==> config.mk <==
export PLATFORM = sky130hd
export DESIGN_NAME = pipeline_hazard_controller
export DESIGN_NICKNAME = d
export VERILOG_FILES = /design/src/rtl/pipeline_hazard_controller.sv
export SDC_FILE = /design/constraint.sdc
export NUM_CORES = 1
export LEC_CHECK = 0
export BUFFER_PORTS_ARGS = -buffer_cell sky130_fd_sc_hd__buf_2
export CAP_MARGIN = 20
export CELL_PAD_IN_SITES_DETAIL_PLACEMENT = 1
export CELL_PAD_IN_SITES_GLOBAL_PLACEMENT = 1
export CORE_MARGIN = 8
export CORE_UTILIZATION = 25
export DETAILED_ROUTE_END_ITERATION = 10
export GPL_TIMING_DRIVEN = 1
export PLACE_DENSITY_LB_ADDON = 0.3
export SLEW_MARGIN = 5
export SYNTH_ARGS = -nofsm -noshare
export SYNTH_HDL_FRONTEND = slang
export SYNTH_SLANG_ARGS = --single-unit
export TNS_END_PERCENT = 5
==> constraint.sdc <==
create_clock -name clk -period 4.5 [get_ports clk]
set_input_delay 0.45 -clock clk [delete_from_list [all_inputs] [get_ports clk]]
set_output_delay 0.45 -clock clk [all_outputs]
set_load 0.03 [all_outputs]
==> src/rtl/pipeline_hazard_controller.sv <==
// Front-end sequencing for the five-stage pipeline: advance, load-use stall, redirect flush, memory freeze.
// Latency: control outputs are combinational from state and inputs; state and counters update on the next edge.
// Backpressure: MemReady=0 freezes every stage and holds any pending stall count until memory is ready.
module pipeline_hazard_controller #(
  parameter int LOAD_STALL_CYCLES = 1,
  parameter int CNT_WIDTH         = 16
) (
  input  logic                 clk,
  input  logic                 reset,
  input  logic [4:0]           ID_Rs,
  input  logic [4:0]           ID_Rt,
  input  logic                 ID_UsesRt,
  input  logic                 EX_MemRead,
  input  logic [4:0]           EX_WriteRegister,
  input  logic                 EX_BranchTaken,
  input  logic                 ID_JumpControl,
  input  logic                 MemReady,
  output logic                 PCWrite,
  output logic                 IFID_Write,
  output logic                 IFID_Flush,
  output logic                 IDEX_Flush,
  output logic                 Freeze,
  output logic [1:0]           State,
  output logic [CNT_WIDTH-1:0] StallCount,
  output logic [CNT_WIDTH-1:0] FlushCount
);

  typedef enum logic [1:0] {
    RUN        = 2'd0,
    LOAD_STALL = 2'd1,
    MEM_WAIT   = 2'd2
  } state_e;

  // Remaining bubbles after the one issued in the hazard cycle itself.
  localparam logic [2:0] STALL_RELOAD = 3'(LOAD_STALL_CYCLES - 1);
  localparam logic [CNT_WIDTH-1:0] CNT_MAX = {CNT_WIDTH{1'b1}};

  state_e               state_q, state_d;
  logic [2:0]           stall_cnt_q, stall_cnt_d;
  logic [CNT_WIDTH-1:0] stall_count_q, stall_count_d;
  logic [CNT_WIDTH-1:0] flush_count_q, flush_count_d;
  logic                 load_use_hazard;

  // rs is always compared (conservative for J-type); rt only when decode actually reads it.
  assign load_use_hazard = EX_MemRead && (EX_WriteRegister != 5'd0) &&
                           ((EX_WriteRegister == ID_Rs) ||
                            (ID_UsesRt && (EX_WriteRegister == ID_Rt)));

  // Next-state and control decode; freeze dominates, then redirects, then load-use stall.
  always_comb begin
    state_d     = state_q;
    stall_cnt_d = stall_cnt_q;
    PCWrite     = 1'b1;
    IFID_Write  = 1'b1;
    IFID_Flush  = 1'b0;
    IDEX_Flush  = 1'b0;
    Freeze      = 1'b0;

    if (reset) begin
      PCWrite     = 1'b0;
      IFID_Write  = 1'b0;
      IFID_Flush  = 1'b1;
      IDEX_Flush  = 1'b1;
      state_d     = RUN;
      stall_cnt_d = 3'd0;
    end else if (state_q == LOAD_STALL) begin
      // Redirect and hazard inputs are ignored until the bubbles are drained.
      PCWrite    = 1'b0;
      IFID_Write = 1'b0;
      if (!MemReady) begin
        Freeze = 1'b1;
      end else begin
        IDEX_Flush = 1'b1;
        if (stall_cnt_q <= 3'd1) begin
          stall_cnt_d = 3'd0;
          state_d     = RUN;
        end else begin
          stall_cnt_d = stall_cnt_q - 3'd1;
        end
      end
    end else begin
      // RUN and MEM_WAIT share the same decision; leaving a freeze costs no extra cycle.
      if (!MemReady) begin
        Freeze     = 1'b1;
        PCWrite    = 1'b0;
        IFID_Write = 1'b0;
        state_d    = MEM_WAIT;
      end else if (EX_BranchTaken) begin
        IFID_Flush = 1'b1;
        IDEX_Flush = 1'b1;
        state_d    = RUN;
      end else if (ID_JumpControl) begin
        IFID_Flush = 1'b1;
        state_d    = RUN;
      end else if (load_use_hazard) begin
        PCWrite    = 1'b0;
        IFID_Write = 1'b0;
        IDEX_Flush = 1'b1;
        if (LOAD_STALL_CYCLES <= 1) begin
          state_d = RUN;
        end else begin
          stall_cnt_d = STALL_RELOAD;
          state_d     = LOAD_STALL;
        end
      end else begin
        state_d = RUN;
      end
    end
  end

  // Saturating event counters; reset clearing is applied in the register block.
  always_comb begin
    stall_count_d = stall_count_q;
    flush_count_d = flush_count_q;
    if (!PCWrite && (stall_count_q != CNT_MAX)) begin
      stall_count_d = stall_count_q + CNT_WIDTH'(1);
    end
    if (IFID_Flush && (flush_count_q != CNT_MAX)) begin
      flush_count_d = flush_count_q + CNT_WIDTH'(1);
    end
  end

  // State, bubble counter and event counters with synchronous reset.
  always_ff @(posedge clk) begin
    if (reset) begin
      state_q       <= RUN;
      stall_cnt_q   <= 3'd0;
      stall_count_q <= '0;
      flush_count_q <= '0;
    end else begin
      state_q       <= state_d;
      stall_cnt_q   <= stall_cnt_d;
      stall_count_q <= stall_count_d;
      flush_count_q <= flush_count_d;
    end
  end

  assign State      = state_q;
  assign StallCount = stall_count_q;
  assign FlushCount = flush_count_q;

endmodule

==> out/qor.txt, run 1 <==
Most area-hungry cell type in the Yosys netlist = dfxtp_1
LEAKAGE = 0.907 nW
Detailed placer's ending HPWL = 3750 um
Total CTS buffers = 5
Register area = 661 um2
CP Capture Type = output pin
Crit path launch type = input pin
Cts hold-fix bufs = 0
Multi-input gate area = 1030 um2
CTS tree = yes
CP top delay family = simple AND/OR/NAND/NOR gates
Area Overhead vs Synth = 25.9%
Initial antenna violation count = 0
Synthesized Nets = 231
Max Slew Vio Count = 0
ANT cells = 0
WS Path Type = in2out
Crit-path most repeated cell = buf_2
Power per cell area = 281 nW/um2
Wl on met1 = 2170 um
Wire length on met3 = 335 um
Num ports = 61
Number of synthesized flops with an enable pin = 0
Pre-antenna DRT Iters = 4
Max Fanout on Critical Path = 10
Root Buffer = clkbuf_8
Drt via density = 4.57
H-tree levels = 2
Gr usage total = 0.102
Worst path arrival time = 1.98 ns
Setup Skew = 0.00162 ns
Worst-skew pair later-pin latency = 0.28 ns
Cell Chain, Critical Path = buf_2 > or4_1 > o21ai_2 > nor2_1 > a21oi_4 > buf_2
Synth Flop Type = dfxtp_1
Synth area leaders = dfxtp_1 38%, xnor2_1 6.5%, xor2_1 6.5%
Commonest cells after routing, fill and taps aside = 59 x buf_2, 33 x dfxtp_1, 25 x nor2_1, 16 x a21oi_1, 14 x or3_1
Setup Total Neg Slack = 0 ns
Vias in the first global route = 1685
Area of the core = 6790 um2
WL/cell = 13.6 um
Clock Power Share = 0.367
Max_slew headroom = 0.539
Layout cells sized above 1 = 0.298
Total number of vias = 1649
Final hold violations = 0
First-pass GRT wire length = 8270 um
Top-area cell type share of the netlist area = 0.376
Hold Crit Class = in2reg
Crit path depth = 6
Int Pwr = 0.451 mW
Buf/Inv on CP = 2
Layout Nets = 289
Peak VDD IR = 0.129 mV
Ys async rst share = 0
RSZ-0062 raised after global routing = false
Fin crit share = 0.540
Largest net degree at the start of global routing = 37
Synth Instances = 207
Slowest stage delay, CP = 0.54 ns
Reg2reg path depth = 7
Yosys reg bits = 33
Least-Margin Pin Slew = 0.692 ns
Sequential area share after synthesis = 0.376
Clock-pin slew on the worst setup and hold paths = 0.07 ns
Die area = 9960 um2
# DRC = 0
CTS Buffer Depth = 2
Minimum clock period = 2.43 ns
Switch share = 0.275
Buffers added on ports = 59
Sequential power share = 0.492
Synth unique cells = 36
Total routed wirelength = 4910 um
GR Overflow Total = 0
Clock sinks = 33
Most common cell after layout, fill and taps aside = buf_2
Mapped Area = 1760 um2
Rows = 30
CP required = 4.05 ns
Status = complete, no violations
Worst Hold Depth = 2
# resized after CTS = 0
Max cap viols = 0
Top sig layer = met4
YS warnings = 0
Combinational cell fraction of total power = 0.141
Avg Synthesized Cell Area = 8.48 um2
Met2 WL = 2390 um
Initial Utilization = 0.258
Die X = 99.8 um
Fill count = 843
WHS = 0.447 ns
Sw Pwr = 0.171 mW
Slowest CP cell = or4_1
Post-DRT Antenna Nets = 0
Post-CTS setup buffer count = 0
RD Place Congestion = 0.725
Die height = 99.8 um
F_max = 0.412 GHz
DR iter-0 viols = 28
Final setup viols = 0
registers in the layout, indices dropped and copies added (netlist names):
name / cells
FlushCount: 16
StallCount: 16
State: 1
cell families (layout without fill, tap and decap cells):
group / after synthesis / count (layout) / synth area share
AND/OR/NAND/NOR: 93 / 93 / 0.289
AO/OA/AOI/OAI: 38 / 38 / 0.142
flip-flops: 33 / 33 / 0.376
XOR/XNOR: 26 / 26 / 0.130
buffers and inverters: 12 / 70 / 0.0349
adder cells (fa/ha/maj): 2 / 2 / 0.0143
multiplexers: 2 / 2 / 0.0114
other: 1 / 1 / 0.00214
cell usage after synthesis, types with 2 or more instances:
library cell and n:
dfxtp_1 33, nor2_1 25, a21oi_1 16, or3_1 14, nand2_1 13, o21ai_0 13, xnor2_1 13, xor2_1 13
nand4_1 12, nand3_1 11, and3_1 6, clkbuf_1 4, inv_1 4, a21oi_4 2, and4_1 2, buf_4 2
ha_1 2, mux2i_1 2, o21ai_1 2, or2_2 2
worst register-to-register path: stages, from the launching register on:
cell	delay, ns
dfxtp_1	0.40
ha_1	0.33
nand3_1	0.12
nor4_2	0.35
nor3_2	0.11
a21oi_4	0.35
mux2i_1	0.23
nor2_1	0.05
routing by layer:
layer  track usage  vias up
met1         0.113      776
met2         0.175       33
met3        0.0415        2
met5             0        -
met4        0.0279        0
li1              -      838
power by group through the flow:
stage / sequential [mW] / clock (mW) / combinational [mW]
finish: 0.306 / 0.228 / 0.0876
global route: 0.307 / 0.251 / 0.0977
CTS: 0.306 / 0.238 / 0.0897
detailed placement: 0.313 / 0 / 0.0895
global placement: 0.312 / 0 / 0.0885
floorplan: 0.324 / 0 / 0.0491
worst paths after layout:
| check | start | endpoint | slack, ns |
|---|---|---|---|
| worst min register to register | StallCount[5] | StallCount[5] | 0.51 |
| worst max-delay path | EX_WriteRegister[1] | PCWrite | 2.07 |
| worst max register to register | StallCount[0] | StallCount[1] | 2.43 |
| worst min-delay path | MemReady | State[1] | 0.45 |
through the flow:
stage | instances | setup WS [ns] | total power [mW] | area [um2] | utilization
floorplan | 207 | 2.24 | 0.373 | 1760 | -
global placement | 354 | 2.07 | 0.401 | 2120 | 0.313
detailed placement | 354 | 2.06 | 0.403 | 2120 | 0.313
CTS | 361 | 2.06 | 0.634 | 2210 | 0.325
global route | 361 | 1.96 | 0.656 | 2210 | 0.325
finish | 361 | 2.07 | 0.622 | 2210 | 0.325
cell type report:
| type | count | share of cell area |
|---|---|---|
| clock buffers | 7 | 0.0390 |
| inverters | 4 | 0.00679 |
| multi-input cells | 162 | 0.467 |
| flip-flops and latches | 33 | 0.299 |
| well taps | 96 | 0.0543 |
| repair buffers | 59 | 0.134 |
No activity file was read; power rests on OpenSTA's default activity.
==> inputs of run 2 (changes only) <==
--- a/config.mk
+++ b/config.mk
@@ -5,6 +5,7 @@
 export SDC_FILE = /design/constraint.sdc
 export NUM_CORES = 1
 export LEC_CHECK = 0
+export ABC_AREA = 1
 export BUFFER_PORTS_ARGS = -buffer_cell sky130_fd_sc_hd__buf_2
 export CAP_MARGIN = 20
 export CELL_PAD_IN_SITES_DETAIL_PLACEMENT = 1
==> constraint.sdc (replaced) <==
create_clock -name clk -period 2 [get_ports clk]
set_input_delay 0.2 -clock clk [delete_from_list [all_inputs] [get_ports clk]]
set_output_delay 0.2 -clock clk [all_outputs]
set_load 0.03 [all_outputs]
==> run 2 against run 1 <==
Against the previous run: non-clock buffer count is 4 higher; routed wire length increased by 32%; clock skew grew 0.0060 ns; global-route usage increased by 1.2 points; count of clock-buffer cells in the layout unchanged.
==> out/qor.txt, run 2 <==
Status = complete, no violations
Setup Skew = 0.00766 ns (+0.00604 ns)
Synth area leaders = dfxtp_1 31%, nand2_1 16%, nor2_1 10%
CP Capture Type = flop
Synth unique cells = 32 (-11%)
Pre-antenna DRT Iters = 4 (unchanged)
CTS Buffer Depth = 2 (unchanged)
Initial Utilization = 0.258 (-0.000651)
Avg Synthesized Cell Area = 6.18 um2 (-27%)
Total CTS buffers = 5 (unchanged)
Top cells by count, synth = 89 x nand2_1, 56 x nor2_1, 44 x inv_1
Die area = 11600 um2 (+17%)
Top-area cell type share of the netlist area = 0.314 (-0.0628)
Tot Pwr = 1.48 mW (+140%)
Detailed placer's ending HPWL = 5180 um (+38%)
Ys async rst share = 0 (unchanged)
Layout Nets = 426 (+47%)
WL/cell = 12.8 um (-6.2%)
WS Path Type = reg2reg
CP required = 2.21 ns (-1.84 ns)
Total routed wirelength = 6480 um (+32%)
Vias in the first global route = 2380 (+41%)
Final Cell Area = 2590 um2 (+17%)
Rows = 33 (+10%)
Post-CTS setup buffer count = 0 (unchanged)
Setup Total Neg Slack = 0 ns (unchanged)
Post-DRT Antenna Nets = 0 (unchanged)
Synth Flop Type = dfxtp_1
Most common cell after layout, fill and taps aside = nand2_1
Gr usage total = 0.114 (+0.0124)
Synthesized Nets = 365 (+58%)
Hold Crit Class = in2reg
Number of synthesized flops with an enable pin = 0 (unchanged)
F_max = 0.562 GHz
DR iter-0 viols = 51 (+82%)
Initial antenna violation count = 0 (unchanged)
Most frequent cell after synthesis = nand2_1
LEAKAGE = 1.32 nW (+46%)
Most area-hungry cell type in the Yosys netlist = dfxtp_1
Die X = 108 um (+8.0%)
Crit path launch type = flop
Minimum clock period = 1.78 ns
YS warnings = 0 (unchanged)
Root Buffer = clkbuf_8
Mapped Area = 2110 um2 (+20%)
Final setup viols = 0 (unchanged)
Sequential area share after synthesis = 0.314 (-0.0628)
# DRC = 0 (unchanged)
Max cap viols = 0 (unchanged)
ANT cells = 0 (unchanged)
Area Overhead vs Synth = 23.2%
First-pass GRT wire length = 10900 um (+31%)
Area of placed instances = 2490 um2 (+17%)
Power per cell area = 570 nW/um2 (+100%)
# resized after CTS = 0 (unchanged)
Setup WS pre-CTS = 0.207 ns (-1.85 ns)
Clock sinks = 33 (unchanged)
GR Overflow Total = 0 (unchanged)
CTS tree = yes
Peak VDD IR = 0.271 mV (+110%)
Worst path arrival time = 1.99 ns (about the same)
Fin crit share = 0.890
Worst-skew pair later-pin latency = 0.28 ns (about the same)
Largest net degree at the start of global routing = 33 (-11%)
WHS = 0.108 ns (-0.339 ns)
Final hold violations = 0 (unchanged)
PnR worst setup slack = 0.221 ns (-1.85 ns)
Area of the core = 8180 um2 (+20%)
Clock-pin slew on the worst setup and hold paths = 0.07 ns (about the same)
RD Place Congestion = 0.808 (+11%)
H-tree levels = 2 (unchanged)
Drt via density = 4.41 (-3.5%)
Cts hold-fix bufs = 0 (unchanged)
Total number of vias = 2239 (+36%)
Num ports = 61 (unchanged)
Yosys reg bits = 33 (unchanged)
Synth Instances = 341 (+65%)
Die height = 108 um (+8.0%)
Buffers added on ports = 59 (unchanged)
Layout cells sized above 1 = 0.243 (-0.0549)
Max Fanout on Critical Path = 14 (+4)
RSZ-0062 raised after global routing = false
Max Slew Vio Count = 0 (unchanged)
Commonest cells after routing, fill and taps aside = 89 x nand2_1, 59 x buf_2, 56 x nor2_1, 44 x inv_1, 33 x dfxtp_1
run 2: cell types whose count changed in the layout (fill, tap and decap cells not counted), sizes merged, moves of 14 or more:
cell / before / now
inv: 4 / 54
nand2: 13 / 94
nand3: 11 / 33
or3: 14 / 0
nor2: 25 / 58
run 2: cell type report:
type                            instances  area (um2)
Sequential cell                        33         661
Tap cell                              105         131
Clock buffer                            7        96.3
Clock inverter                          1        5.00
Fill cell                            1106        5580
Inverter                               54         203
Timing Repair Buffer                   63         325
Multi-Input combinational cell        245        1170
run 2: per-layer routing:
metal / wire, um / part of all wire / GRT usage / vias up
met1: 2970 / 0.46 / 0.133 / 1019
met4: 67 / 0.010 / 0.0317 / 0
met2: 3170 / 0.49 / 0.201 / 34
li1: - / - / - / 1179
met5: 0 / 0 / 0 / -
met3: 272 / 0.042 / 0.0299 / 7
run 2: cell families after synthesis:
kind of cell	Yosys count	synth area share
buffers and inverters	63	0.129
AND/OR/NAND/NOR	200	0.427
flip-flops	33	0.314
adder cells (fa/ha/maj)	2	0.0119
other	1	0.00178
XOR/XNOR	7	0.0291
AO/OA/AOI/OAI	35	0.0873
run 2: path summary, 6_finish.rpt:
kind                                startpoint              to  slack (ns)  cells past startpoint
worst max-delay path             FlushCount[1]  FlushCount[10]        0.22                      9
worst min-delay path                  MemReady        State[1]        0.11                      2
worst max register to register   FlushCount[1]  FlushCount[10]        0.22                      9
worst min register to register  StallCount[15]  StallCount[15]        0.51                      2
run 2: report_power, final:
part	internal, mW	switching, mW	leakage, nW
logic	0.0697	0.150	1.00
clock network	0.312	0.260	0.0542
registers	0.671	0.0163	0.267
run 2: per-stage QoR:
stage | std cells | util
2_1_floorplan | 341 | -
3_3_place_gp | 500 | 0.305
3_5_place_dp | 500 | 0.305
4_1_cts | 508 | 0.317
5_1_grt | 508 | 0.317
6_report | 508 | 0.317
run 2: worst max-delay path, cell delays in order, from the launching register on:
cell,delay (ns)
dfxtp_1,0.40
ha_1,0.22
nand3_1,0.11
nor2_1,0.16
nand3_1,0.10
nand2_2,0.25
inv_2,0.14
nand3_2,0.11
o21ai_0,0.08
a21oi_1,0.14
==> inputs of run 3 (changes only) <==
--- a/config.mk
+++ b/config.mk
@@ -11,7 +11,7 @@
 export CELL_PAD_IN_SITES_DETAIL_PLACEMENT = 1
 export CELL_PAD_IN_SITES_GLOBAL_PLACEMENT = 1
 export CORE_MARGIN = 8
-export CORE_UTILIZATION = 25
+export CORE_UTILIZATION = 32
 export DETAILED_ROUTE_END_ITERATION = 10
 export GPL_TIMING_DRIVEN = 1
 export PLACE_DENSITY_LB_ADDON = 0.3
==> run 3 against run 2 <==
Against the previous run: global-route usage increased by 1.2 points; clock skew is 0.0020 ns lower; critical path depth grew 2; count of clock-buffer cells in the layout did not move; final area down 2.2%; die area decreased by 19%; flip-flop and latch count unchanged; first-iteration DRC count unchanged; largest power group unchanged.
==> out/qor.txt, run 3 (synthesized netlist as in run 2, its figures left out) <==
Hold Crit Class = in2reg
Worst reg2reg setup slack = 0.18 ns (-0.04 ns)
Buf/Inv on CP = 1 (unchanged)
Total number of vias = 2227 (-0.54%)
CP Capture Type = flop
Clock sinks = 33 (unchanged)
Final hold violations = 0 (unchanged)
Post-DRT Antenna Nets = 0 (unchanged)
Worst path arrival time = 2.05 ns (+0.06 ns)
Initial antenna violation count = 0 (unchanged)
# DRC = 0 (unchanged)
Area of the core = 6350 um2 (-22%)
Max Fanout on Critical Path = 14 (unchanged)
Worst reg2reg path startpoint = FlushCount[0]
Total routed wirelength = 6130 um (-5.4%)
F_max = 0.549 GHz (-2.4%)
Commonest cells after routing, fill and taps aside = 89 x nand2_1, 59 x buf_2, 56 x nor2_1, 44 x inv_1, 33 x dfxtp_1
Power per cell area = 586 nW/um2 (+2.8%)
Max Slew Vio Count = 0 (unchanged)
RSZ-0062 raised after global routing = false
Final setup viols = 0 (unchanged)
Tot Pwr = 1.49 mW (+0.54%)
CP top delay family = simple AND/OR/NAND/NOR gates
Crit-path most repeated cell = nor2_1
Post-CTS setup buffer count = 0 (unchanged)
Pre-antenna DRT Iters = 4 (unchanged)
Buffers added on ports = 59 (unchanged)
CTS tree = yes
Layout cells sized above 1 = 0.238 (-0.00568)
Setup Skew = 0.00569 ns (-0.00197 ns)
LEAKAGE = 1.31 nW (-1.2%)
Die area = 9440 um2 (-19%)
WS Path Type = reg2reg
Most common cell after layout, fill and taps aside = nand2_1
CTS Buffer Depth = 2 (unchanged)
GR Overflow Total = 0 (unchanged)
Largest net degree at the start of global routing = 33 (unchanged)
Max cap viols = 0 (unchanged)
Minimum clock period = 1.82 ns (+0.0431 ns)
Total CTS buffers = 5 (unchanged)
Detailed placer's ending HPWL = 4890 um (-5.7%)
Setup Total Neg Slack = 0 ns (unchanged)
Reg2reg end = FlushCount[12]
Initial Utilization = 0.332 (+0.0741)
Area Overhead vs Synth = 20.4%
Cts hold-fix bufs = 0 (unchanged)
Vias in the first global route = 2394 (+0.59%)
Worst-skew pair later-pin latency = 0.29 ns (about the same)
Die X = 97.1 um (-9.9%)
ANT cells = 0 (unchanged)
First-pass GRT wire length = 10400 um (-4.7%)
# resized after CTS = 0 (unchanged)
Crit path launch type = flop
DR iter-0 viols = 51 (unchanged)
Layout Nets = 423 (-0.70%)
Gr usage total = 0.127 (+0.0123)
RD Place Congestion = 0.810 (+0.26%)
H-tree levels = 2 (unchanged)
Worst setup path start = FlushCount[0]
Slowest stage delay, CP = 0.41 ns (about the same)
Peak VDD IR = 0.337 mV (+25%)
Clock-pin slew on the worst setup and hold paths = 0.07 ns (about the same)
Status = complete, no violations
Cell Chain, Critical Path = ha_1 > nand3_1 > nor2_1 > nand3_1 > nand2_2 > inv_2 > nand3_2 > nor2_1 > nand2_1 > nand2_1 > nor2_1
Drt via density = 4.67 (+5.9%)
Slowest CP cell = dfxtp_1
CP required = 2.23 ns (+0.02 ns)
Root Buffer = clkbuf_8
Num ports = 61 (unchanged)
Reg2reg path depth = 11 (+2)
Fin crit share = 0.911 (+0.0216)
Rows = 29 (-12%)
WL/cell = 12.8 um (+0.71%)
Worst setup path endpoint = FlushCount[12]
Crit path depth = 11 (+2)
Die height = 97.1 um (-9.9%)
## run 3: layout make-up
cell class              count  area, um2
clock inverters             1       5.00
clock buffers               7       96.3
repair buffers             60        303
multi-input cells         245       1170
inverters                  54        203
fillers                   886       3810
well taps                  77       96.3
flip-flops and latches     33        661
## run 3: through the flow
stage | setup WS, ns | hold slack [ns] | instances | instance area, um2 | util
6_report | 0.178 | 0.0967 | 477 | 2540 | 0.400
5_1_grt | 0.0356 | 0.0951 | 477 | 2540 | 0.400
4_1_cts | 0.140 | 0.0901 | 477 | 2540 | 0.400
3_5_place_dp | 0.175 | 0.398 | 469 | 2440 | 0.384
3_3_place_gp | 0.228 | 0.399 | 469 | 2440 | 0.384
2_1_floorplan | 0.314 | 0.272 | 341 | 2110 | -
## run 3: power by group
part	total, mW	switching (mW)	internal (mW)
Sequential	0.687	0.0159	0.671
Clock	0.583	0.272	0.312
Combinational	0.217	0.147	0.0693
## run 3: worst register-to-register path, delay by kind of cell, from the launching register on
family | cells | cell delay (ns)
AND/OR/NAND/NOR | 9 | 0.96
flip-flops | 1 | 0.41
adder cells (fa/ha/maj) | 1 | 0.24
buffers and inverters | 1 | 0.17
## run 3: worst min-delay path by stage
stage / from / endpoint / slack [ns] / depth (start not counted)
2_1_floorplan: MemReady / State[1] / 0.27 / 1
3_3_place_gp: MemReady / State[1] / 0.40 / 2
3_5_place_dp: MemReady / State[1] / 0.40 / 2
4_1_cts: MemReady / State[1] / 0.09 / 2
5_1_grt: MemReady / State[1] / 0.1 / 2
6_report: MemReady / State[1] / 0.1 / 2
## run 3: routing by layer
layer / wire [um] / share of wire / vias to the layer above / track usage
met5: 0 / 0 / - / 0
met4: 34 / 0.0055 / 0 / 0.0284
met3: 367 / 0.060 / 4 / 0.0420
met2: 2840 / 0.46 / 43 / 0.223
met1: 2890 / 0.47 / 1014 / 0.143
li1: - / - / 1166 / -
